===== src/rtl/mem_bus_arbiter.sv =====
// Round-robin arbiter sharing one DRAM request port among NUM_REQ requesters.
// One transaction in flight; out-of-range addresses are answered locally with an error strobe.
module mem_bus_arbiter #(
    parameter int          NUM_REQ            = 4,
    parameter int          SRC_W              = 3,
    parameter logic [63:0] END_MEMORY_ADDRESS = 64'd65536
) (
    input  logic                   clk,
    input  logic                   reset,
    input  logic [NUM_REQ-1:0]     req_valid,
    output logic [NUM_REQ-1:0]     req_ready,
    input  logic [NUM_REQ-1:0]     req_is_write,
    input  logic [NUM_REQ*64-1:0]  req_address,
    input  logic [NUM_REQ*64-1:0]  req_payload,
    output logic [NUM_REQ-1:0]     resp_valid,
    output logic                   resp_error,
    output logic [63:0]            resp_data,
    output logic [63:0]            resp_address,
    output logic                   mem_req_valid,
    input  logic                   mem_req_ready,
    output logic                   mem_req_is_write,
    output logic [63:0]            mem_req_address,
    output logic [63:0]            mem_req_payload,
    output logic [SRC_W-1:0]       mem_req_source,
    input  logic                   mem_resp_valid,
    input  logic [63:0]            mem_resp_data,
    input  logic [SRC_W-1:0]       mem_resp_source,
    input  logic [63:0]            mem_resp_address,
    output logic                   protocol_error
);

    localparam logic [1:0] ST_IDLE  = 2'd0;
    localparam logic [1:0] ST_ISSUE = 2'd1;
    localparam logic [1:0] ST_WAIT  = 2'd2;
    localparam logic [1:0] ST_ERR   = 2'd3;

    localparam logic [63:0] LAST_LEGAL = END_MEMORY_ADDRESS - 64'd8;

    logic [1:0]         state_reg;
    logic [SRC_W-1:0]   rr_ptr_reg;
    logic [SRC_W-1:0]   source_reg;
    logic               is_write_reg;
    logic [63:0]        address_reg;
    logic [63:0]        payload_reg;
    logic [NUM_REQ-1:0] resp_valid_reg;
    logic               resp_error_reg;
    logic [63:0]        resp_data_reg;
    logic [63:0]        resp_address_reg;
    logic               protocol_error_reg;

    logic [63:0] address_arr [NUM_REQ];
    logic [63:0] payload_arr [NUM_REQ];

    genvar gi;
    generate
        for (gi = 0; gi < NUM_REQ; gi++) begin : g_unpack
            assign address_arr[gi] = req_address[gi*64 +: 64];
            assign payload_arr[gi] = req_payload[gi*64 +: 64];
        end
    endgenerate

    logic               found;
    logic [SRC_W-1:0]   winner;
    logic [SRC_W:0]     rot_idx;
    logic               win_is_write;
    logic [63:0]        win_address;
    logic [63:0]        win_payload;
    logic               grant;
    logic [SRC_W-1:0]   rr_ptr_next;

    // Walk the requesters starting at rr_ptr; the first valid one found wins.
    always_comb begin
        found   = 1'b0;
        winner  = '0;
        rot_idx = '0;
        for (int k = 0; k < NUM_REQ; k++) begin
            rot_idx = {1'b0, rr_ptr_reg} + (SRC_W+1)'(k);
            if (rot_idx >= (SRC_W+1)'(NUM_REQ))
                rot_idx = rot_idx - (SRC_W+1)'(NUM_REQ);
            for (int j = 0; j < NUM_REQ; j++) begin
                if (!found && req_valid[j] && rot_idx == (SRC_W+1)'(j)) begin
                    found  = 1'b1;
                    winner = SRC_W'(j);
                end
            end
        end
    end

    always_comb begin
        win_is_write = 1'b0;
        win_address  = '0;
        win_payload  = '0;
        for (int j = 0; j < NUM_REQ; j++) begin
            if (winner == SRC_W'(j)) begin
                win_is_write = req_is_write[j];
                win_address  = address_arr[j];
                win_payload  = payload_arr[j];
            end
        end
    end

    assign grant       = (state_reg == ST_IDLE) && found && !reset;
    assign rr_ptr_next = (winner == SRC_W'(NUM_REQ-1)) ? '0 : winner + 1'b1;

    always_comb begin
        req_ready = '0;
        for (int j = 0; j < NUM_REQ; j++)
            req_ready[j] = grant && (winner == SRC_W'(j));
    end

    function automatic logic [NUM_REQ-1:0] onehot(input logic [SRC_W-1:0] src);
        logic [NUM_REQ-1:0] v;
        v = '0;
        for (int j = 0; j < NUM_REQ; j++)
            v[j] = (src == SRC_W'(j));
        return v;
    endfunction

    always_ff @(posedge clk) begin
        if (reset) begin
            state_reg          <= ST_IDLE;
            rr_ptr_reg         <= '0;
            source_reg         <= '0;
            is_write_reg       <= 1'b0;
            address_reg        <= '0;
            payload_reg        <= '0;
            resp_valid_reg     <= '0;
            resp_error_reg     <= 1'b0;
            resp_data_reg      <= '0;
            resp_address_reg   <= '0;
            protocol_error_reg <= 1'b0;
        end else begin
            resp_valid_reg <= '0;
            resp_error_reg <= 1'b0;
            // Any response we are not waiting for is a DRAM-side protocol violation.
            if (mem_resp_valid && (state_reg != ST_WAIT || mem_resp_source != source_reg))
                protocol_error_reg <= 1'b1;
            case (state_reg)
                ST_IDLE: begin
                    if (grant) begin
                        source_reg   <= winner;
                        is_write_reg <= win_is_write;
                        address_reg  <= win_address;
                        payload_reg  <= win_payload;
                        rr_ptr_reg   <= rr_ptr_next;
                        if (win_address > LAST_LEGAL) begin
                            // Error strobe is visible during the ERR cycle.
                            state_reg      <= ST_ERR;
                            resp_valid_reg <= onehot(winner);
                            resp_error_reg <= 1'b1;
                        end else begin
                            state_reg <= ST_ISSUE;
                        end
                    end
                end
                ST_ISSUE: begin
                    if (mem_req_ready)
                        state_reg <= is_write_reg ? ST_IDLE : ST_WAIT;
                end
                ST_WAIT: begin
                    if (mem_resp_valid && mem_resp_source == source_reg) begin
                        resp_valid_reg   <= onehot(source_reg);
                        resp_data_reg    <= mem_resp_data;
                        resp_address_reg <= mem_resp_address;
                        state_reg        <= ST_IDLE;
                    end
                end
                default: begin
                    state_reg <= ST_IDLE;
                end
            endcase
        end
    end

    assign mem_req_valid    = (state_reg == ST_ISSUE);
    assign mem_req_is_write = is_write_reg;
    assign mem_req_address  = address_reg;
    assign mem_req_payload  = payload_reg;
    assign mem_req_source   = source_reg;
    assign resp_valid       = resp_valid_reg;
    assign resp_error       = resp_error_reg;
    assign resp_data        = resp_data_reg;
    assign resp_address     = resp_address_reg;
    assign protocol_error   = protocol_error_reg;

endmodule

===== config.mk =====
export PLATFORM = sky130hd
export DESIGN_NAME = mem_bus_arbiter
export DESIGN_NICKNAME = d
export VERILOG_FILES = /design/src/rtl/mem_bus_arbiter.sv
export SDC_FILE = /design/constraint.sdc
export NUM_CORES = 1
export LEC_CHECK = 0
export BUFFER_PORTS_ARGS = -buffer_cell sky130_fd_sc_hd__buf_2
export CAP_MARGIN = 20
export CORE_AREA = 2 2 358 360
export DETAILED_ROUTE_END_ITERATION = 7
export DIE_AREA = 0 0 360 362
export GPL_ROUTABILITY_DRIVEN = 0
export SKIP_LAST_GASP = 1
export SYNTH_ARGS = -nofsm -noshare
export SYNTH_HDL_FRONTEND = slang
export SYNTH_SLANG_ARGS = --single-unit

===== constraint.sdc =====
create_clock -name clk -period 8.2 [get_ports clk]
set_input_delay 2.05 -clock clk [delete_from_list [all_inputs] [get_ports clk]]
set_output_delay 2.05 -clock clk [all_outputs]
set_load 0.01 [all_outputs]

== Word level (Yosys, flattened, before mapping) ==
Index checks and enable logic that the tools add are counted.

* $add $sub $neg: 8
* Multipliers: 0
* Div/mod/pow operators: 0
* $lt $le $gt $ge: 5
* Equality and inequality tests: 26
* Shift operators: 0
* Mux-type cells: 59
* Bitwise logic cells: 2
* Reduce and logical (&&, ||, !) cells: 67

{| class="wikitable"
|+ Operator list
! cell !! count
|-
| $mux 64 || 8
|-
| $gt 64x16->1 const B || 1
|-
| $mux 3 || 15
|-
| $logic_and 1x1->1 || 39
|-
| $eq 4x2->1 const B || 8
|-
| $mux 4 || 7
|-
| $mux 1 || 22
|-
| $eq 4x1->1 const B || 4
|-
| $logic_not 1->1 || 16
|-
| $logic_not 4->1 || 4
|-
| $eq 3x2->1 const B || 4
|-
| $ge 4x3->1 const B || 3
|-
| $sub 4x3->4 const B || 3
|-
| $mux 2 || 5
|-
| $add 3x2->4 const B || 2
|-
| $pmux 4 s2 || 1
|-
| $eq 3x1->1 const B || 2
|-
| $logic_not 3->1 || 2
|-
| $ne 2x2->1 const B || 3
|-
| $pmux 2 s3 || 1
|-
| $add 3x1->4 const B || 1
|-
| $reduce_and 2->1 || 2
|-
| $sub 3x3->4 const B || 1
|-
| $add 3x1->3 const B || 1
|-
| 11 further kinds || 12
|}

* Bits in registers: 271
* Bits in latches: 0
* Memory bits (writable): 0
* ROM bits: 0
* Word-level logic and storage cells: 178
* Memories kept: 0

== Depth between registers and ports, before layout ==
Gate-level depths: netlist of run 1.

* Word-level depth: 74
* Depth in mapped cells: 22
* Depth with buffers taken out: 17

== Worst setup path after synthesis of run 1 ==
Ideal clock, no wire load.

* Path type: input-to-output
* Start point: input port req_valid[3]
* End point: output port req_ready[1]
* Data arrival time: 4,390 ps
* Required time: 6,150 ps
* Slack: 1,760 ps
* Stages: 14
* Cells stage by stage: nand2_1 a32oi_1 a21oi_1 a221oi_1 nand2_1 inv_1 ha_1 buf_2 buf_2 buf_2 buf_1 clkbuf_1 inv_1 nor2_1

* Elaborated cells on any way between the ends: 68
* Those cells by class: eq/ne: 1; mux: 26; reduce/logical: 41

{| class="wikitable"
|+ RTL lines
! what !! RTL line !! RTL
|-
| start: declaration || 10 || <nowiki>input logic [NUM_REQ-1:0] req_valid,</nowiki>
|-
| $logic_and 1x1->1 (2 in a row) || 81 || <nowiki>if (!found && req_valid[j] && rot_idx == (SRC_W+1)'(j)) begin</nowiki>
|-
| $mux 1 || 81 ||
|-
| $logic_not 1->1 || 81 ||
|-
| $logic_and 1x1->1 (2 in a row) || 81 ||
|-
| $mux 1 || 81 ||
|-
| $logic_not 1->1 || 81 ||
|-
| $logic_and 1x1->1 (2 in a row) || 81 ||
|-
| $mux 1 || 81 ||
|-
| [... 33 more ...] || n/a ||
|-
| $logic_and 1x1->1 (2 in a row) || 81 ||
|-
| $mux 1 || 81 ||
|-
| $logic_not 1->1 || 81 ||
|-
| $logic_and 1x1->1 (2 in a row) || 81 ||
|-
| $mux 3 (*) || 81 ||
|-
| via winner[1] || 63 || <nowiki>logic [SRC_W-1:0] winner;</nowiki>
|-
| $eq 3x1->1 (*) || 108 || <nowiki>req_ready[j] = grant && (winner == SRC_W'(j));</nowiki>
|-
| $logic_and 1x1->1 (*) || 108 ||
|-
| end: declaration || 11 || <nowiki>output logic [NUM_REQ-1:0] req_ready,</nowiki>
|}

The timed path passes the listed nets; every way through them passes the cells marked *.

== Worst setup path in the final report of run 1 ==
* Start point: input port req_valid[1]
* End point: output port req_ready[3]

* Elaborated cells on any way between the ends: 78
* Those cells by class: eq/ne: 1; mux: 30; reduce/logical: 47

{| class="wikitable"
|+ RTL lines
! what !! RTL line
|-
| $logic_and 1x1->1 (2 in a row) || 81
|-
| $mux 1 || 81
|-
| $logic_not 1->1 || 81
|-
| $logic_and 1x1->1 (2 in a row) || 81
|-
| $mux 1 || 81
|-
| $logic_not 1->1 || 81
|-
| $logic_and 1x1->1 (2 in a row) || 81
|-
| $mux 1 || 81
|-
| [... 41 more ...] || n/a
|-
| $logic_and 1x1->1 (2 in a row) || 81
|-
| $mux 1 || 81
|-
| $logic_not 1->1 || 81
|-
| $logic_and 1x1->1 (2 in a row) || 81
|-
| $mux 3 (*) || 81
|-
| via winner[0] || 63
|-
| $eq 3x2->1 (*) || 108
|-
| $logic_and 1x1->1 (*) || 108
|}

Marked as above.

==> results.sh, run 1 <==
export IMPL_synthTopCellsByCount="nand2_1 (304), dfxtp_1 (269), a21oi_1 (231)"
export IMPL_htreeDepth=2
export IMPL_cts_buffer_depth=3
export IMPL_ir_drop_mv=0.153
export IMPL_worst_ep_required_time_ps=6150
export IMPL_met2_length_mm=51.5
export IMPL_antenna_found_initial=122
export IMPL_ant_nets=0
export IMPL_hpwl_mm=93.6
export IMPL_regArea_um2=5390
export IMPL_synth_seq_cells=269
export IMPL_clock_latency_ps=600
export IMPL_holdWs_ps=450
export IMPL_total_power_uw=6580
export IMPL_track_usage_pct=16.4
export IMPL_leakage_uw=0.00891
export IMPL_ys_async_sr_fraction_pct=0
export IMPL_multi_input_area_um2=6930
export IMPL_timing_setup_tns_ps=0
export IMPL_synth_area_leader_cell="dfxtp_1"
export IMPL_grt_max_degree=95
export IMPL_synth_area_um2=13000
export IMPL_layout_worst_path_cycle_share_pct=81.3
export IMPL_crit_chain="buf_2 -> nor2_1 -> o21ai_0 -> a21oi_1 -> nand4_1 -> o2111ai_1 -> ha_4 -> clkinv_2 -> nor2_1 -> buf_2"
export IMPL_final_cells=4234
export IMPL_drive_gt1_share_pct=41.4
export IMPL_maxSlewHeadroom_pct=32.4
export IMPL_status="finished, final reports clean"
export IMPL_synth_main_ff_cell="dfxtp_1"
export IMPL_vias=17600
export IMPL_stdcell_area_um2=20900
export IMPL_cp_start_kind="input pin"
export IMPL_synthDominantCellAreaShare_pct=41.5
export IMPL_fin_skew_ps=16.6
export IMPL_critPathArrivalTime_ps=4610
export IMPL_boundaryPins=926
export IMPL_syn_avg_cell_area_um2=7.80
export IMPL_fp_row_count=131
export IMPL_wl_met1_mm=42.5
export IMPL_synthCells=1663
export IMPL_clockRootBuffer="clkbuf_16"
export IMPL_hold_buffers=0
export IMPL_die_area_um2=130000
export IMPL_area_growth_pct=61.5
export IMPL_crit_family="compound AO/OA/AOI/OAI gates"
export IMPL_rsz0062_at_grt="false"
export IMPL_routed_wl_mm=113
export IMPL_dr_wl_met3_mm=11.6
export IMPL_crit_fanout=28
export IMPL_cts_setup_buffers=0
export IMPL_cts_repair_resized=0
export IMPL_maxCapViolCount=0
export IMPL_nNetsFinal=3162
export IMPL_die_w_um=360
export IMPL_cp_end_kind="output port"
export IMPL_min_period_ps=6660
export IMPL_tightest_slew_ps=1010
export IMPL_dpl_cell_count=4117
export IMPL_synthTopCellsByArea="dfxtp_1 (42%), a21oi_1 (8.9%), nand2_1 (8.8%)"
export IMPL_powerDensity_nw_per_um2=314
export IMPL_portBuffers=924
export IMPL_cts_tree="done"
export IMPL_vias_per_cell=4.15
export IMPL_path_class="input pin to output port"
export IMPL_die_y_um=362
export IMPL_overflow=0
export IMPL_highest_layer="met5"
export IMPL_slew_violations=0
export IMPL_drc_errors=0
export IMPL_clock_sinks=269
export IMPL_hold_class="register to register"
export IMPL_grt_pass1_wl_mm=144
export IMPL_crit_buf_inv=3
export IMPL_coreArea_um2=127000
export IMPL_synth_distinct_cells=49
export IMPL_yosysSeqAreaShare_pct=41.5
export IMPL_nFillCells=14600
export IMPL_placedInstanceArea_um2=19400
export IMPL_grt_pass1_vias=16200
export IMPL_initial_core_util_pct=10.2
export IMPL_max_stage_delay_ps=490
export IMPL_drt_iter0_drc=1545
export IMPL_cts_clk_slew_worst_paths_ps=60
export IMPL_wl_per_cell_um=26.7
export IMPL_cts_buffers=42
export IMPL_synth_most_common_cell="nand2_1"
export IMPL_slowest_stage="ha_4"
export IMPL_yosys_warnings=0
export IMPL_synth_edf_count=0
export IMPL_setup_viol=0
export IMPL_firstDrtPassIters=5
export IMPL_hold_viol=0
export IMPL_max_freq_ghz=0.150
## final cells by class
type	instances	area share, %
Antenna cell	42	0.502
Sequential cell	269	25.7
Inverter	10	0.191
Tap cell	1662	9.93
Multi-Input combinational cell	1216	33.1
Timing Repair Buffer	960	23.5
Clock buffer	54	5.62
Clock inverter	21	1.48
## final timing paths
path | from | end | slack [ps] | cells after the start
setup / recovery | req_valid[1] | req_ready[3] | 1540 | 10
hold / removal | resp_data[40] | resp_data[40] | 450 | 2
setup reg to reg | rr_ptr_reg[1] | resp_valid[1] | 2360 | 19
hold reg to reg | resp_data[40] | resp_data[40] | 450 | 2
## logic make-up after synthesis
| group | Yosys count | share of synthesized area [%] |
|---|---|---|
| flops | 269 | 41.5 |
| other cells | 2 | 0.0579 |
| simple gates | 559 | 20.2 |
| buf+inv | 181 | 5.77 |
| xor+xnor | 2 | 0.135 |
| fa+ha+maj | 8 | 0.772 |
| compound gates | 642 | 31.5 |
## cells in the final DEF, fill, tap and decap left out, types with 3 or more instances in the layout
master,Yosys,routed
a211oi_1,14,14
or2_2,2,3
nand2b_1,4,3
dfxtp_1,269,269
nand3b_1,86,86
a21oi_1,231,231
clkinv_2,0,5
a22oi_1,10,10
a221o_1,87,87
clkinvlp_4,0,3
buf_4,1,35
clkbuf_16,0,42
buf_2,22,923
o31ai_1,12,12
o21a_1,10,10
nand4_1,3,3
o22ai_1,61,61
nor2_1,95,95
conb_1,2,5
nor4_1,7,7
bufinv_16,0,5
clkbuf_8,0,8
ha_4,0,3
inv_1,8,8
ha_1,8,5
nand2_1,304,304
a221oi_1,44,44
inv_6,0,5
and4_1,3,3
nor2b_1,8,7
nand3_1,5,4
or3_1,33,33
o21ai_0,150,150
clkbuf_1,123,4
o221ai_1,11,11
diode_2,0,42
## power by group
group / switching, uW / total [uW] / internal, uW
registers: 139 / 1660 / 1520
clock network: 782 / 1970 / 1190
logic: 1930 / 2950 / 1020
## stage by stage
step                      setup WS (ps)  util, %
after floorplan                    1760        -
after global routing               1200     16.5
after CTS                          1440     16.4
after detailed placement            842     15.3
final                              1540     16.5
after global placement             1030     15.3
## routing by layer
metal | track usage [%] | vias up
met3 | 6.27 | 321
li1 | - | 7799
met4 | 8.94 | 64
met2 | 26.4 | 1093
met5 | 0 | -
met1 | 18.5 | 8301
## tightest hold or removal path, delay by kind of cell, from the launching register on
kind | cells | cell delay, ps
flops | 1 | 300
simple gates | 1 | 50
compound gates | 1 | 50
Note: power is estimated with default switching activity, not from simulation.
==> run 2, diff against run 1 <==
clock period = 5.45 ns   (was 8.2 ns; I/O delays follow)
==> results.sh, run 2 (synthesized netlist as in run 1, its figures left out) <==
export IMPL_hold_class="register to register"
export IMPL_drt_iter0_drc=1555
export IMPL_crit_path_frequent_cell="nand2_1"
export IMPL_die_y_um=362
export IMPL_min_period_ps=5160
export IMPL_cp_start_kind="register"
export IMPL_slew_violations=0
export IMPL_maxCapViolCount=0
export IMPL_crit_fanout=53
export IMPL_cp_end_kind="output port"
export IMPL_die_area_um2=130000
export IMPL_max_stage_delay_ps=540
export IMPL_drc_errors=0
export IMPL_grt_pass1_vias=16200
export IMPL_clockRootBuffer="clkbuf_16"
export IMPL_area_growth_pct=63.8
export IMPL_crit_chain="nand2_1 -> ha_1 -> nand2_1 -> o21ai_0 -> a21oi_1 -> a221oi_1 -> nand2_1 -> inv_1 -> ha_4 -> buf_12 -> inv_1 -> nor2_1 -> buf_2"
export IMPL_hold_viol=0
export IMPL_ir_drop_mv=0.308
export IMPL_vias_per_cell=4.12
export IMPL_fp_row_count=131
export IMPL_regArea_um2=5390
export IMPL_status="finished, final reports clean"
export IMPL_r2r_slack_ps=530
export IMPL_stdcell_area_um2=21200
export IMPL_hold_buffers=0
export IMPL_tightest_slew_ps=1050
export IMPL_ant_nets=0
export IMPL_timing_setup_tns_ps=0
export IMPL_firstDrtPassIters=7
export IMPL_cts_clk_slew_worst_paths_ps=60
export IMPL_cts_tree="done"
export IMPL_routed_wl_mm=113
export IMPL_initial_core_util_pct=10.2
export IMPL_grt_pass1_wl_mm=144
export IMPL_track_usage_pct=16.2
export IMPL_max_freq_ghz=0.194
export IMPL_nFillCells=14600
export IMPL_nNetsFinal=3181
export IMPL_worst_ep_required_time_ps=4090
export IMPL_path_class="register to output port"
export IMPL_antenna_found_initial=120
export IMPL_maxSlewHeadroom_pct=30.1
export IMPL_drive_gt1_share_pct=41.7
export IMPL_cts_setup_buffers=0
export IMPL_slowest_stage="dfxtp_1"
export IMPL_htreeDepth=2
export IMPL_cts_buffers=40
export IMPL_cts_repair_resized=0
export IMPL_clock_sinks=269
export IMPL_die_w_um=360
export IMPL_leakage_uw=0.00905
export IMPL_overflow=0
export IMPL_coreArea_um2=127000
export IMPL_crit_family="compound AO/OA/AOI/OAI gates"
export IMPL_setup_viol=0
export IMPL_grt_max_degree=116
export IMPL_finish_utilization_pct=16.8
export IMPL_critPathArrivalTime_ps=3800
export IMPL_hpwl_mm=92.4
export IMPL_layout_worst_path_cycle_share_pct=94.8
export IMPL_cts_buffer_depth=3
export IMPL_clock_latency_ps=610
export IMPL_rsz0062_at_grt="false"
export IMPL_placedInstanceArea_um2=19700
export IMPL_boundaryPins=926
export IMPL_wl_per_cell_um=26.4
export IMPL_mostFrequentLayoutCells="buf_2 (923), nand2_1 (304), dfxtp_1 (269)"
export IMPL_fin_skew_ps=21.6
export IMPL_vias=17600
export IMPL_mostFrequentLayoutCell="buf_2"
export IMPL_powerDensity_nw_per_um2=478
export IMPL_portBuffers=924
export IMPL_crit_buf_inv=4
export IMPL_multi_input_area_um2=6930
[run 2: path summary, 6_finish.rpt]
path                 start  cells past startpoint             to
max          rr_ptr_reg[1]                     13   req_ready[1]
min          resp_data[42]                      2  resp_data[42]
max reg2reg  rr_ptr_reg[1]                     17  resp_valid[1]
min reg2reg  resp_data[42]                      2  resp_data[42]
[run 2: layer usage]
metal	vias to the layer above	GRT usage, %	part of all wire, %
li1	7852	-	-
met1	8297	18.3	38
met2	1048	26.8	46
met3	294	6.36	9.8
met4	70	7.91	5.6
met5	-	0	0.40
[run 2: cell type report]
cell class / count / area share (%)
inverters: 10 / 0.188
flip-flops and latches: 269 / 25.4
multi-input cells: 1216 / 32.6
well taps: 1662 / 9.79
repair buffers: 981 / 24.7
clock inverters: 21 / 1.66
diodes: 49 / 0.577
clock buffers: 52 / 5.16
[run 2: metrics by stage]
step                      std cells  worst slack (ps)  power [uW]  hold slack [ps]
final                          4260               285       10200              452
after floorplan                1666               385        4940              481
after global placement         4138              32.0        7190              439
after detailed placement       4138             -32.3        7260              443
after CTS                      4211               149       10300              451
after global routing           4237              54.7       10800              468
[run 2: power by group]
part,switching (uW),leakage (uW),internal [uW]
sequential,196,0.00219,2290
combinational,2950,0.00615,1730
clock,1170,0.000705,1810
[run 2: worst reg2reg max path, cell delays in order, from the launching register on]
cell and delay, ps:
dfxtp_1 540, nand2_1 140, ha_1 320, nand2_1 70, o21ai_0 290, a21oi_1 160
a221oi_1 310, nand2_1 290, ha_4 290, or2_2 340, buf_12 170, a221oi_1 420
o22ai_1 340, nor4_1 380, nand3_1 190, buf_4 190, nor3_4 250, o32ai_1 110
==> run 3, diff against run 2 <==
ABC_AREA = 1   (was not set)
CORE_AREA = 2 2 362 364   (was 2 2 358 360)
DIE_AREA = 0 0 364 366   (was 0 0 360 362)
==> results.sh, run 3 <==
export IMPL_clockRootBuffer="clkbuf_16"
export IMPL_holdWs_ps=467
export IMPL_area_growth_pct=57.5
export IMPL_synth_compound_area_share_pct=21.3
export IMPL_drive_gt1_share_pct=37.4
export IMPL_syn_avg_cell_area_um2=6.53
export IMPL_hpwl_mm=91.5
export IMPL_worst_ep_required_time_ps=4090
export IMPL_tightest_slew_ps=1020
export IMPL_grt_pass1_vias=17700
export IMPL_ant_nets=0
export IMPL_maxSlewHeadroom_pct=31.8
export IMPL_synthTopCellsByArea="dfxtp_1 (38%), nand2_1 (13%), nor2_1 (11%)"
export IMPL_portBuffers=924
export IMPL_cp_end_kind="output port"
export IMPL_synth_top_family_by_area="simple AND/OR/NAND/NOR gates"
export IMPL_dpl_cell_count=4692
export IMPL_yosys_warnings=0
export IMPL_ys_async_sr_fraction_pct=0
export IMPL_rsz0062_at_grt="false"
export IMPL_fp_row_count=132
export IMPL_track_usage_pct=15.9
export IMPL_fin_skew_ps=47.3
export IMPL_synth_area_leader_cell="dfxtp_1"
export IMPL_maxCapViolCount=0
export IMPL_die_w_um=364
export IMPL_drc_errors=0
export IMPL_path_class="input pin to output port"
export IMPL_synthCells=2148
export IMPL_crit_fanout=20
export IMPL_yosys_area_share_simple_pct=32.0
export IMPL_cp_endpoint="req_ready[3]"
export IMPL_drt_iter0_drc=1480
export IMPL_nNetsFinal=3655
export IMPL_cts_tree="done"
export IMPL_overflow=0
export IMPL_wl_met1_mm=41.3
export IMPL_r2r_end="resp_valid[1]"
export IMPL_synth_main_ff_cell="dfxtp_1"
export IMPL_highest_layer="met5"
export IMPL_r2r_slack_ps=410
export IMPL_dr_wl_met3_mm=15.2
export IMPL_min_period_ps=5200
export IMPL_firstDrtPassIters=6
export IMPL_leakage_uw=0.0110
export IMPL_preCtsSetupSlack_ps=-353
export IMPL_slew_violations=0
export IMPL_clock_sinks=269
export IMPL_cts_clk_slew_worst_paths_ps=50
export IMPL_synthTopCellsByCount="nand2_1 (486), nor2_1 (397), o21ai_0 (282)"
export IMPL_clock_latency_ps=640
export IMPL_status="finished, final reports clean"
export IMPL_antenna_found_initial=135
export IMPL_setup_worst_path_start="req_valid[3]"
export IMPL_hold_viol=0
export IMPL_mostFrequentLayoutCell="buf_2"
export IMPL_setup_ws_ps=249
export IMPL_max_freq_ghz=0.192
export IMPL_grt_max_degree=142
export IMPL_yosysSeqAreaShare_pct=38.4
export IMPL_synthDominantCellAreaShare_pct=38.4
export IMPL_die_y_um=366
export IMPL_muxShareOfSynthArea_pct=0
export IMPL_cts_buffer_depth=3
export IMPL_ir_drop_mv=0.379
export IMPL_layout_worst_path_cycle_share_pct=95.4
export IMPL_routed_wl_mm=111
export IMPL_hold_buffers=0
export IMPL_synth_adder_area_share_pct=0.713
export IMPL_synth_edf_count=0
export IMPL_die_area_um2=133000
export IMPL_synth_most_common_cell="nand2_1"
export IMPL_regToRegStartpoint="rr_ptr_reg[0]"
export IMPL_htreeDepth=2
export IMPL_mostFrequentLayoutCells="buf_2 (924), nand2_1 (485), nor2_1 (394)"
export IMPL_wl_per_cell_um=23.3
export IMPL_synth_distinct_cells=38
export IMPL_cp_start_kind="input pin"
export IMPL_synth_xor_area_share_pct=0.125
export IMPL_grt_pass1_wl_mm=146
export IMPL_met2_length_mm=49.5
export IMPL_worstRegToRegCells=28
export IMPL_vias_per_cell=3.99
export IMPL_cts_buffers=40
export IMPL_final_cells=4792
export IMPL_critPathArrivalTime_ps=3840
export IMPL_vias=19100
export IMPL_boundaryPins=926
export IMPL_powerDensity_nw_per_um2=608
export IMPL_synth_seq_cells=269
export IMPL_synth_area_um2=14000
export IMPL_initial_core_util_pct=10.9
export IMPL_coreArea_um2=129000
export IMPL_setup_viol=0
export IMPL_hold_class="register to register"
run 3: cell count changes in the layout (fill, tap and decap cells not counted), moves of 21 or more:
cell,before,now
nor2_1,95,394
nand2_1,304,485
o21ai_0,150,282
a21oi_1,231,106
nand3_1,4,128
a221o_1,87,0
nand3b_1,86,0
inv_1,8,69
o22ai_1,61,0
o21ai_1,0,50
or2_2,3,43
or3_1,33,0
a221oi_1,44,65
run 3: area by class of cell:
cell class,count,area [um2]
diodes,30,75.1
clock buffers,49,1080
clock inverters,21,265
fillers,14800,107000
inverters,75,302
multi-input cells,1631,7690
flip-flops and latches,269,5390
well taps,1742,2180
repair buffers,975,5120
run 3: worst max-delay path, stage by stage:
cell and delay (ps):
buf_2 120, nand3_1 110, nand2_1 80, nor2_2 140, nand4_2 130, nor3_4 190, nand4_2 130, nor2_4 160
nand3_1 100, nor2_1 150, nor2_2 100, inv_1 170, ha_4 200, inv_6 100, nor2_2 370, buf_2 220
run 3: repair_timing:
item                                    CTS  global route
resized for setup                         0             4
endpoints found under the hold margin     0             0
setup buffers                             0             0
endpoints found under the setup margin    0             7
run 3: metal layers:
metal  global-route usage (%)  vias to the layer above
li1                         -                     8846
met4                     6.32                      142
met3                     9.05                      324
met5                        0                        -
met1                     17.2                     8768
met2                     25.3                     1052
run 3: how the worst min path moves through the flow:
stage	depth (start not counted)	from	to	slack, ps
5_1_grt	2	mem_req_payload[25]	mem_req_payload[25]	490
3_3_place_gp	2	mem_req_address[12]	mem_req_address[12]	450
4_1_cts	2	mem_req_address[3]	mem_req_address[3]	470
3_5_place_dp	2	mem_req_address[5]	mem_req_address[5]	450
6_report	2	mem_req_payload[26]	mem_req_payload[26]	470
2_1_floorplan	2	mem_req_address[10]	mem_req_address[10]	490
run 3: cells by family after synthesis:
| group | after synthesis |
|---|---|
| DFF | 269 |
| adders and majority gates | 8 |
| buffers and inverters | 251 |
| AOI/OAI and AO/OA | 531 |
| xor gates and xnor gates | 2 |
| other | 2 |
| and+or+nand+nor | 1085 |
run 3: power by group:
| part | internal, uW | leakage [uW] | switching [uW] |
|---|---|---|---|
| Sequential | 2370 | 0.00219 | 231 |
| Clock | 1580 | 0.000650 | 1140 |
| Combinational | 2520 | 0.00812 | 5600 |
run 3: per-stage QoR:
step	TNS, ps	cell area [um2]	power, uW	utilization [%]
2_1_floorplan	0	14000	7100	-
3_3_place_gp	-1770	20700	10600	16.0
3_5_place_dp	-1670	20700	10700	16.0
4_1_cts	0	22000	13500	17.1
5_1_grt	0	22100	14400	17.1
6_report	0	22100	13400	17.1
